$ cat config.mk
export PLATFORM = sky130hd
export DESIGN_NAME = alu_issue_stage_flat
export DESIGN_NICKNAME = d
export VERILOG_FILES = /design/src/rtl/alu_issue_stage_if.sv /design/src/rtl/alu_issue_stage.sv /design/src/flat_wrapper.sv
export SDC_FILE = /design/constraint.sdc
export NUM_CORES = 1
export LEC_CHECK = 0
export CAP_MARGIN = 20
export CELL_PAD_IN_SITES_DETAIL_PLACEMENT = 1
export CELL_PAD_IN_SITES_GLOBAL_PLACEMENT = 2
export CORE_MARGIN = 3
export CORE_UTILIZATION = 35
export DETAILED_ROUTE_END_ITERATION = 12
export DONT_BUFFER_PORTS = 1
export GPL_ROUTABILITY_DRIVEN = 0
export PLACE_DENSITY_LB_ADDON = 0.25
export SLEW_MARGIN = 20
export SYNTH_ARGS = -nofsm -noshare
export SYNTH_HDL_FRONTEND = slang
export SYNTH_SLANG_ARGS = --single-unit
$ cat constraint.sdc
create_clock -name clk -period 4.24 [get_ports clk]
set_clock_uncertainty 0.2 [all_clocks]
set_input_delay 0.636 -clock clk [delete_from_list [all_inputs] [get_ports clk]]
set_output_delay 0.636 -clock clk [all_outputs]
set_load 0.02 [all_outputs]
$ cat src/rtl/alu_issue_stage_if.sv
// Handshake and ALU-operand bundle between the instruction source,
// the issue stage and the ALU that consumes its head entry.
interface alu_issue_stage_if;
    logic        in_valid;
    logic        in_ready;
    logic [31:0] instr;
    logic [31:0] rs_val;
    logic [31:0] rt_val;
    logic        flush;
    logic        out_valid;
    logic        out_ready;
    logic [31:0] x;
    logic [31:0] y;
    logic [2:0]  op;
    logic        ovf_en;
    logic        illegal;

    // Producer/consumer side: supplies instructions, flush and out_ready.
    modport master (
        output in_valid, instr, rs_val, rt_val, flush, out_ready,
        input  in_ready, out_valid, x, y, op, ovf_en, illegal
    );

    // Issue stage side.
    modport slave (
        input  in_valid, instr, rs_val, rt_val, flush, out_ready,
        output in_ready, out_valid, x, y, op, ovf_en, illegal
    );
endinterface

$ cat src/rtl/alu_issue_stage.sv
// ALU issue stage: decodes a MIPS-format instruction into ALU op/operands
// and buffers up to two decoded entries in a head/tail skid FIFO.
// The outputs come straight from the head register, so the path from
// in_* to out_* is always registered.
module alu_issue_stage (
    input  logic              clk,
    input  logic              rst,
    alu_issue_stage_if.slave  bus
);

    typedef enum logic [2:0] {
        OP_AND  = 3'b000,
        OP_ADD  = 3'b001,
        OP_SUB  = 3'b010,
        OP_SLT  = 3'b011,
        OP_SRL  = 3'b100,
        OP_SRA  = 3'b101,
        OP_SLL  = 3'b110,
        OP_RSVD = 3'b111
    } alu_op_e;

    // One buffered entry: 32 + 32 + 3 + 1 + 1 = 69 bits.
    typedef struct packed {
        logic [31:0] x;
        logic [31:0] y;
        alu_op_e     op;
        logic        ovf_en;
        logic        illegal;
    } entry_t;

    localparam entry_t ILLEGAL_ENTRY = '{x: 32'd0, y: 32'd0, op: OP_RSVD,
                                         ovf_en: 1'b0, illegal: 1'b1};

    function automatic entry_t make_entry(input alu_op_e     op,
                                          input logic [31:0] x,
                                          input logic [31:0] y,
                                          input logic        ovf_en);
        return '{x: x, y: y, op: op, ovf_en: ovf_en, illegal: 1'b0};
    endfunction

    logic [5:0]  opcode;
    logic [5:0]  funct;
    logic [31:0] imm_sext;
    logic [31:0] imm_zext;
    logic [31:0] sh_amt;
    logic [31:0] var_amt;
    entry_t      dec;

    entry_t      head_q, head_d;
    entry_t      tail_q, tail_d;
    logic [1:0]  count_q, count_d;
    logic        push;
    logic        pop;

    assign opcode   = bus.instr[31:26];
    assign funct    = bus.instr[5:0];
    assign imm_sext = {{16{bus.instr[15]}}, bus.instr[15:0]};
    assign imm_zext = {16'd0, bus.instr[15:0]};
    assign sh_amt   = {27'd0, bus.instr[10:6]};
    assign var_amt  = {27'd0, bus.rs_val[4:0]};

    // Combinational decode of the incoming instruction word.
    always_comb begin
        // NOTE: default assigned first so every path drives dec and no latch is inferred.
        dec = ILLEGAL_ENTRY;
        if (opcode == 6'h00) begin
            case (funct)
                6'h24:   dec = make_entry(OP_AND, bus.rs_val, bus.rt_val, 1'b0);
                6'h20:   dec = make_entry(OP_ADD, bus.rs_val, bus.rt_val, 1'b1);
                6'h21:   dec = make_entry(OP_ADD, bus.rs_val, bus.rt_val, 1'b0);
                6'h22:   dec = make_entry(OP_SUB, bus.rs_val, bus.rt_val, 1'b1);
                6'h23:   dec = make_entry(OP_SUB, bus.rs_val, bus.rt_val, 1'b0);
                6'h2a:   dec = make_entry(OP_SLT, bus.rs_val, bus.rt_val, 1'b0);
                6'h00:   dec = make_entry(OP_SLL, bus.rt_val, sh_amt, 1'b0);
                6'h02:   dec = make_entry(OP_SRL, bus.rt_val, sh_amt, 1'b0);
                6'h03:   dec = make_entry(OP_SRA, bus.rt_val, sh_amt, 1'b0);
                6'h04:   dec = make_entry(OP_SLL, bus.rt_val, var_amt, 1'b0);
                6'h06:   dec = make_entry(OP_SRL, bus.rt_val, var_amt, 1'b0);
                6'h07:   dec = make_entry(OP_SRA, bus.rt_val, var_amt, 1'b0);
                default: dec = ILLEGAL_ENTRY;
            endcase
        end else begin
            case (opcode)
                6'h08:   dec = make_entry(OP_ADD, bus.rs_val, imm_sext, 1'b1);
                6'h0c:   dec = make_entry(OP_AND, bus.rs_val, imm_zext, 1'b0);
                6'h0a:   dec = make_entry(OP_SLT, bus.rs_val, imm_sext, 1'b0);
                6'h04,
                6'h05:   dec = make_entry(OP_SUB, bus.rs_val, bus.rt_val, 1'b0);
                6'h23,
                6'h2b:   dec = make_entry(OP_ADD, bus.rs_val, imm_sext, 1'b0);
                default: dec = ILLEGAL_ENTRY;
            endcase
        end
    end

    assign bus.in_ready  = (count_q < 2'd2);
    assign bus.out_valid = (count_q != 2'd0);
    assign push          = bus.in_valid & bus.in_ready;
    assign pop           = bus.out_valid & bus.out_ready;

    // Next-state of the two-entry FIFO; flush wins over push and pop.
    always_comb begin
        head_d  = head_q;
        tail_d  = tail_q;
        count_d = count_q;
        if (bus.flush) begin
            count_d = 2'd0;
        end else begin
            case ({push, pop})
                2'b10: begin
                    if (count_q == 2'd0) head_d = dec;
                    else                 tail_d = dec;
                    count_d = count_q + 2'd1;
                end
                2'b01: begin
                    if (count_q == 2'd2) head_d = tail_q;
                    count_d = count_q - 2'd1;
                end
                // Only reachable at count 1: the new entry replaces the head.
                2'b11:   head_d = dec;
                default: ;
            endcase
        end
    end

    // State registers; reset clears entries so outputs read zero at once.
    always_ff @(posedge clk or posedge rst) begin
        // NOTE: both entry registers are reset because x/y/op are visible even when out_valid=0.
        if (rst) begin
            head_q  <= '0;
            tail_q  <= '0;
            count_q <= 2'd0;
        end else begin
            // NOTE: non-blocking updates so every register samples pre-edge values.
            head_q  <= head_d;
            tail_q  <= tail_d;
            count_q <= count_d;
        end
    end

    assign bus.x       = head_q.x;
    assign bus.y       = head_q.y;
    assign bus.op      = head_q.op;
    assign bus.ovf_en  = head_q.ovf_en;
    assign bus.illegal = head_q.illegal;

endmodule

$ cat src/flat_wrapper.sv
// flat-port wrapper written by rule: the top's interface ports become plain ports
module alu_issue_stage_flat 
  (clk, rst, bus_in_valid, bus_instr, bus_rs_val, bus_rt_val, bus_flush, bus_out_ready, bus_in_ready, bus_out_valid, bus_x, bus_y, bus_op, bus_ovf_en, bus_illegal);
  alu_issue_stage_if bus_i ();
  input  logic clk;
  input  logic rst;
  input wire logic [$bits(bus_i.in_valid)-1:0] bus_in_valid;
  input wire logic [$bits(bus_i.instr)-1:0] bus_instr;
  input wire logic [$bits(bus_i.rs_val)-1:0] bus_rs_val;
  input wire logic [$bits(bus_i.rt_val)-1:0] bus_rt_val;
  input wire logic [$bits(bus_i.flush)-1:0] bus_flush;
  input wire logic [$bits(bus_i.out_ready)-1:0] bus_out_ready;
  output wire logic [$bits(bus_i.in_ready)-1:0] bus_in_ready;
  output wire logic [$bits(bus_i.out_valid)-1:0] bus_out_valid;
  output wire logic [$bits(bus_i.x)-1:0] bus_x;
  output wire logic [$bits(bus_i.y)-1:0] bus_y;
  output wire logic [$bits(bus_i.op)-1:0] bus_op;
  output wire logic [$bits(bus_i.ovf_en)-1:0] bus_ovf_en;
  output wire logic [$bits(bus_i.illegal)-1:0] bus_illegal;
  assign bus_i.in_valid = bus_in_valid;
  assign bus_i.instr = bus_instr;
  assign bus_i.rs_val = bus_rs_val;
  assign bus_i.rt_val = bus_rt_val;
  assign bus_i.flush = bus_flush;
  assign bus_i.out_ready = bus_out_ready;
  assign bus_in_ready = bus_i.in_ready;
  assign bus_out_valid = bus_i.out_valid;
  assign bus_x = bus_i.x;
  assign bus_y = bus_i.y;
  assign bus_op = bus_i.op;
  assign bus_ovf_en = bus_i.ovf_en;
  assign bus_illegal = bus_i.illegal;
  alu_issue_stage u_core (.clk(clk), .rst(rst), .bus(bus_i));
endmodule
==> results.txt, run 1 <==
- The run finished with clean final reports.
- Unrepaired setup endpoints after global routing: no
- Wirelength, routed: roughly 24 mm
- Port buffering added 0 buffers.
* Critical Path AT: 3.18 ns
- Worst path required time: between 4 and 5 ns
- Hold buffers post-CTS: 1
- I/O pin count: 172
- Worst Setup SP: u_core.count_q[1]
* Cell count of the worst reg-to-reg path: 7
- Derived from the worst setup path, the maximum achievable clock frequency is between 0.3 and 0.4 GHz.
* Remaining global-route overflow: 0
- After floorplanning, the core was sized to cover between 15000 and 20000 sq um.
- Ranked by total cell area, the synthesized netlist is headed by sky130_fd_sc_hd__dfrtp_1 (48%), sky130_fd_sc_hd__mux2i_1 (4.7%), sky130_fd_sc_hd__a22oi_1 (4.5%).
* Mean area per synthesized cell: approximately 9.9 sq um
- Area of the die: roughly 22000 sq um
* Remaining max-slew budget at the tightest pin: 0.410
* Level count of the clock H-tree: 4
- The slowest stage of the critical path belongs to the cell sky130_fd_sc_hd__o22ai_4.
- Number of antenna violations at the first check in global routing: 0
* Worst path cell trace: or3b_1, nand2b_1, buf_4, nand3b_1, o22ai_4, buf_4, a221o_1
* Final Instance Count excl. Fillers: approximately 1000
- The final max-slew violation count is 0.
- In this run the cell area of the synthesized design comes to between 7000 and 8000 sq um.
* Placed insts: around 950
* Average vias per placed instance: slightly below 6
- Bufs on Longest Clock Path: 2
- With fillers left out, the area of the finished cells amounts to between 8000 and 9000 sq um.
- Cell Area, Placed: 7360 sq um
- STA classifies the critical path endpoint as a flip-flop.
- The worst setup path is launched from a flip-flop.
- Category of cells accounting for the largest share of critical-path delay: simple AND/OR/NAND/NOR gates
- The layout has approximately 2.2k filler cells.
- Dividing the final minimum period by the clock period gives 0.714.
* First-pass iteration count of the detailed router: 4
- Min Tclk post-route: just over 3 ns
* Worst setup margin: between 1 and 1.5 ns
- Counting distinct cell types in the post-synthesis netlist gives between 50 and 60.
* Clock latency reported for the late side of the worst-skew pair: around 0.42 ns
- TritonCTS built the clock tree.
* Via count of the first global-routing pass: between 6k and 7k
- VDD sags by at most ~240 uV.
* Total of cells resized after clock tree synthesis: 0
- By instance count, the cell type seen most on the critical path is sky130_fd_sc_hd__buf_4.
* Worst setup slack after placement: just over 1 ns
- Standard-cell rows: 51
- Min-Delay Path Class: in2reg
* Layout Area Growth over Synthesis: 11.2%
- Total vias in the final route: slightly below 6k
- In this run the static leakage power is around 3.3 nW.
- Entering global routing, the biggest net connects 85 pins.
- Counting flops with an async set or reset pin after synthesis yields a share of 1.00.
* Total CTS buffers: 17
* Total Nets Final: 809
- Remaining number of nets flagged by the antenna check after routing: 0
* Accumulated negative setup slack: 0 ns
- The clock drives between 100 and 150 sinks.
- Aggregate global-route resource usage: 0.215
* Top cell type by total area after synthesis: sky130_fd_sc_hd__dfrtp_1
* Die Width: between 100 and 150 microns
- The most critical setup path has its endpoint at u_core.bus.x[0].
- The initial utilization of the core area, before any placement, comes to 0.364.
- After clock tree synthesis, the clock-pin slew on the worst setup and hold paths is approximately 0.06 ns.
* Transition time at the pin with the least slew margin: around 0.88 ns
- The first global-routing pass estimated 37.2 mm of wire.
- CTS Root Cell: sky130_fd_sc_hd__clkbuf_16
* DR iter-0 viols: 327
- Height of the chip: between 100 and 150 microns
- Worst flop-to-flop path startpoint: u_core.count_q[1]
- The Yosys step of the flow raised 0 warnings.
* Synth Instances: about 730
* Commonest non-fill, non-tap cell in the layout: sky130_fd_sc_hd__dfrtp_1
- Wire per inst: 23.9 microns
- Maximum net fanout on the critical path: 22
* Critical path's largest stage delay: ~0.62 ns
* Max cap viols: 0
- The share of the Yosys chip area taken by registers is 0.485.
- The final-report hold violation count was 0.
- Post-Syn Nets: ~830
- Number of enable flip-flop cells after synthesis: 0
- Critical path depth: 7
* Register-to-Register Setup Slack: around 1.2 ns
- In this run the critical register-to-register path is captured at u_core.bus.x[0].
- Ratio of total power to cell area: between 400 and 500 nW/um^2
- Counting both buffers and inverters, the worst setup path holds a total of 2.
- Primary FF master, synth: sky130_fd_sc_hd__dfrtp_1
- Number of post-CTS setup repair buffers: 0
* Final cell utilization of the core: 0.405
- Diodes inserted: 0
- After legalization and detailed placement, the total HPWL measured ~16 mm.
* Most frequent cells in the layout: sky130_fd_sc_hd__dfrtp_1 (140), sky130_fd_sc_hd__nand2_1 (76), sky130_fd_sc_hd__inv_1 (73)
- Share of post-route cells with drive strength above 1: 0.154
- The critical path is of the reg2reg type.
- In the routed design, unresolved DRC markers number 0.
* Flop and latch count out of synthesis: between 100 and 150
- Of the post-synthesis cell area, the dominant cell type holds 0.485.
- Final setup violation count: 0
[power breakdown]
| group | switching (mW) | total [mW] | internal [mW] |
|---|---|---|---|
| registers | 0.203 | 1.69 | 1.49 |
| logic | 0.226 | 0.390 | 0.164 |
| clock network | 0.603 | 1.67 | 1.07 |
| total | 1.03 | 3.75 | 2.72 |
[worst register-to-register path: cells and delay by family (launching register included)]
kind                   cells  cell delay (ns)
flip-flops                 1             0.48
AND/OR/NAND/NOR            3             0.87
buffers and inverters      2             0.60
AO/OA/AOI/OAI              2             0.81
[cell type report]
type,instances,area [sq um],area share
clock buffer,19,443,0.0551
clock inverter,13,213,0.0265
inverter,74,282,0.0350
multi-input combinational,461,3140,0.390
sequential,140,3500,0.436
tap,265,332,0.0412
timing repair buffer,14,133,0.0165
[cell families (layout without fill, tap and decap cells)]
group,count (synthesis),count (layout),synth area share
AO/OA/AOI/OAI,221,221,0.235
AND/OR/NAND/NOR,195,195,0.128
flip-flops,140,140,0.485
buffers and inverters,130,120,0.0881
multiplexers,45,45,0.0642
[synthesized netlist by cell type (4+ instances only)]
cell type	instances
sky130_fd_sc_hd__dfrtp_1	140
sky130_fd_sc_hd__nand2_1	76
sky130_fd_sc_hd__inv_1	74
sky130_fd_sc_hd__a22oi_1	43
sky130_fd_sc_hd__nor2_1	41
sky130_fd_sc_hd__mux2i_1	34
sky130_fd_sc_hd__a221o_1	32
sky130_fd_sc_hd__o21ai_1	30
sky130_fd_sc_hd__a21oi_1	26
sky130_fd_sc_hd__o21ai_0	22
sky130_fd_sc_hd__clkbuf_1	20
sky130_fd_sc_hd__buf_2	18
sky130_fd_sc_hd__nor3_1	17
sky130_fd_sc_hd__a211oi_2	16
sky130_fd_sc_hd__nand3_1	16
sky130_fd_sc_hd__o211ai_1	15
sky130_fd_sc_hd__mux2_2	11
sky130_fd_sc_hd__a32oi_1	10
sky130_fd_sc_hd__buf_6	9
sky130_fd_sc_hd__nand2_2	6
sky130_fd_sc_hd__or3_1	6
sky130_fd_sc_hd__nand2b_1	5
sky130_fd_sc_hd__o21ai_2	5
sky130_fd_sc_hd__o221a_2	5
sky130_fd_sc_hd__clkbuf_8	4
sky130_fd_sc_hd__nor2b_1	4
[worst min-delay path by stage]
stage                                start                end  slack, ns  cells past startpoint
after floorplan           u_core.tail_q[2]   u_core.tail_q[2]       0.24                      2
after global placement    u_core.tail_q[2]   u_core.tail_q[2]       0.25                      2
after detailed placement  u_core.tail_q[2]   u_core.tail_q[2]       0.26                      2
after CTS                        bus_flush  u_core.count_q[0]       0.05                      1
after global routing             bus_flush  u_core.count_q[0]       0.05                      1
final                            bus_flush  u_core.count_q[0]       0.07                      1
[per-layer routing]
| metal | track usage | vias to the layer above | wire (microns) |
|---|---|---|---|
| li1 | - | 2561 | - |
| met1 | 0.277 | 2985 | 9990 |
| met2 | 0.349 | 192 | 11300 |
| met3 | 0.0681 | 24 | 1860 |
| met4 | 0.0650 | 0 | 372 |
| met5 | 0 | - | 0 |
[metrics by stage]
step           hold slack, ns  total power [mW]
2_1_floorplan           0.240              1.99
3_3_place_gp            0.254              2.09
3_5_place_dp            0.258              2.12
4_1_cts                0.0520              3.80
5_1_grt                0.0537              3.92
6_report               0.0704              3.75
[flip-flops by register name (all words and copies together), names as in the netlist]
name / count
u_core.bus.x: 32
u_core.bus.illegal: 1
u_core.count_q: 2
u_core.bus.op: 3
u_core.tail_q: 69
u_core.bus.ovf_en: 1
u_core.bus.y: 32
No activity file was read; power rests on OpenSTA's default activity.
==> run 2: changes to the inputs <==
CORE_UTILIZATION = 39   (was 35)
clock period = 2.8 ns   (was 4.24 ns; I/O delays follow)
==> run 2 against run 1 <==
Design area increased by 9.0%. Hold slack got worse by 0.044 ns. Clock power increased by 49%. Flip-flop and latch count unchanged. Register-to-register slack got worse by 0.88 ns. Critical endpoint is now u_core.tail_q[67]. Worst setup slack got worse by 0.88 ns. Largest cell class unchanged. Combinational power increased by 81%. Global-route usage increased by 2.7 points. Maximum frequency increased by 23%. Count of clock-buffer cells in the layout increased by 2.
==> results.txt, run 2 (synthesis results as in run 1) <==
* Ratio of total power to cell area: 657 nW/um^2
* Worst path cell trace: or3b_1, or2_2, o22a_4, o21ai_0
- Wire per inst: roughly 24 microns
- The path class of the tightest hold or removal check is in2reg.
* Placed insts: about 930
* Pin count of the biggest net entering global routing: 67
* CTS Root Cell: sky130_fd_sc_hd__clkbuf_16
- Counting flops per register, the top entry is u_core.tail_q.
* First-pass iteration count of the detailed router: 5
- Clock-pin slew on the worst setup and hold paths: roughly 0.06 ns
* Die Width: approximately 140 microns
* DR DRC count: 0
* Slowest stage cell on the critical path: sky130_fd_sc_hd__or3b_1
* Sinks on Clock Net: 140
- Number of post-CTS setup repair buffers: 0
- Commonest non-fill, non-tap cell in the layout: sky130_fd_sc_hd__dfrtp_1
- Worst vdd ir: around 430 uV
* Via count of the first global-routing pass: 6676
* Remaining number of nets flagged by the antenna check after routing: 0
* Final Instance Count excl. Fillers: 1026
* Startpoint type of the worst setup path: flip-flop
* Class of the most critical setup path: reg2reg
* Total vias in the final route: just over 6k
- Total count of hold-check failures in the final report: 0
* Clock latency reported for the late side of the worst-skew pair: around 0.42 ns
- Remaining max-slew budget at the tightest pin: 0.469
- Bufs on Longest Clock Path: 2
- Max cap viols: 0
* Height of the chip: approximately 140 microns
- On the worst path, the slowest cell contributes a delay of slightly below 0.5 ns.
- Setup total negative slack on the finished layout was measured at 0 ns.
- After floorplanning, the core was divided into slightly below 50 placement rows.
- Category of cells accounting for the largest share of critical-path delay: simple AND/OR/NAND/NOR gates
* Final number of max-transition violations: 0
- In this run the count of I/O pins placed on the die edge is approximately 170.
- Area of the die: between 20000 and 25000 sq um
* Leak: ~3.6 nW
* Area of the core: approximately 18000 sq um
- The worst register-to-register path has a setup slack of 0.34 ns.
- During placement, the flow inserted port buffers numbering 0.
- In this run, the number of DRC markers left after iteration 0 of detailed routing was about 330.
* Final setup violation count: 0
- The final layout contains routed wiring with a total length of roughly 24 mm.
* Buffers and inverters on the worst path: 0
* Hold slack: 0.0260 ns
* Level count of the clock H-tree: 4
* Critical Path AT: roughly 2.6 ns
- The number of antenna diodes in the final layout is 0.
- In the final layout, the share of cells above drive strength 1 is 0.152.
* Layout Area Growth over Synthesis: 21.2%
* Fraction of the cycle the final worst path needs: 0.880
- FILL cells: a little under 2k
- Across every metal layer, demand over resource in global routing totals 0.242.
* Starting utilization of the core area: 0.400
- STA puts the critical path data required time at a little under 3 ns.
- Transition time at the pin with the least slew margin: just under 0.8 ns
* Unrepaired setup endpoints after global routing: no
- Total CTS buffers: 17
- Average vias per placed instance: 5.90
* Wire length of the first global-routing pass: around 38 mm
* Remaining global-route overflow: 0
- In the layout the commonest cells are sky130_fd_sc_hd__dfrtp_1 (140), sky130_fd_sc_hd__nand2_1 (76), sky130_fd_sc_hd__inv_1 (73).
* Number of antenna violations at the first check in global routing: 0
- CTS tree: yes
- For the finished layout, the period the worst path requires is ~2.5 ns.
- Total Nets Final: about 890
- Maximum clock frequency: a little over 0.4 GHz
- Kind of end point of the critical path: flip-flop
- Detailed placement finished with a half-perimeter wire length of approximately 16 mm.
- Status: finished clean
- Flip-flop count of the largest register, all copies and words added: 69
- Maximum net fanout on the critical path: 32
-- run 2: cell types whose count changed in the layout (fill, tap and decap cells not counted), moves of 3 or more --
cell                            before  now
sky130_fd_sc_hd__dlygate4sd3_1       1   67
sky130_fd_sc_hd__buf_4              11   18
sky130_fd_sc_hd__clkbuf_8            1    4
sky130_fd_sc_hd__buf_12              2    6
sky130_fd_sc_hd__inv_6               3    0
-- run 2: final cells by class --
| class | count | area [sq um] | area share |
|---|---|---|---|
| clock buffers | 21 | 480 | 0.0548 |
| clock inverters | 10 | 163 | 0.0186 |
| inverters | 74 | 282 | 0.0321 |
| multi-input cells | 461 | 3120 | 0.356 |
| flip-flops and latches | 140 | 3500 | 0.400 |
| well taps | 229 | 287 | 0.0327 |
| repair buffers | 91 | 926 | 0.106 |
-- run 2: final timing paths --
check,from,end,cells after the start
worst max-delay path,u_core.count_q[1],u_core.tail_q[67],4
worst min-delay path,bus_rt_val[21],u_core.tail_q[26],2
worst max register to register,u_core.count_q[1],u_core.tail_q[67],4
worst min register to register,u_core.tail_q[14],u_core.tail_q[14],2
max in group asynchronous,rst,u_core.bus.y[6],3
min in group asynchronous,rst,u_core.tail_q[61],2
-- run 2: power by group --
group	total (mW)	switching [mW]	internal, mW
clock	2.48	0.899	1.58
combinational	0.707	0.387	0.320
sequential	2.57	0.307	2.26
-- run 2: what timing repair did --
action,4_1_cts,5_1_grt
gates resized for setup,0,0
endpoints found under the hold margin,119,0
hold buffers,67,0
-- run 2: per-layer routing --
| layer | share of wire | track usage | wire length, microns | vias to the layer above |
|---|---|---|---|---|
| met5 | 0 | 0 | 0 | - |
| met2 | 0.50 | 0.410 | 12200 | 184 |
| li1 | - | - | - | 2716 |
| met3 | 0.057 | 0.0608 | 1400 | 30 |
| met4 | 0.015 | 0.0662 | 371 | 0 |
| met1 | 0.43 | 0.309 | 10400 | 3122 |
-- run 2: worst register-to-register path: cells and delay by family (launching register included) --
kind            cells  cell delay, ns
flops               1            0.48
simple gates        2            0.95
compound gates      2            0.75
-- run 2: stage by stage --
step                total power [mW]   util  area (sq um)  setup slack [ns]
floorplan                       3.01      -          7230             0.431
global placement                3.17  0.412          7450             0.262
detailed placement              3.22  0.412          7450             0.203
CTS                             5.80  0.484          8760             0.331
global route                    5.98  0.484          8760             0.195
finish                          5.75  0.484          8760             0.336
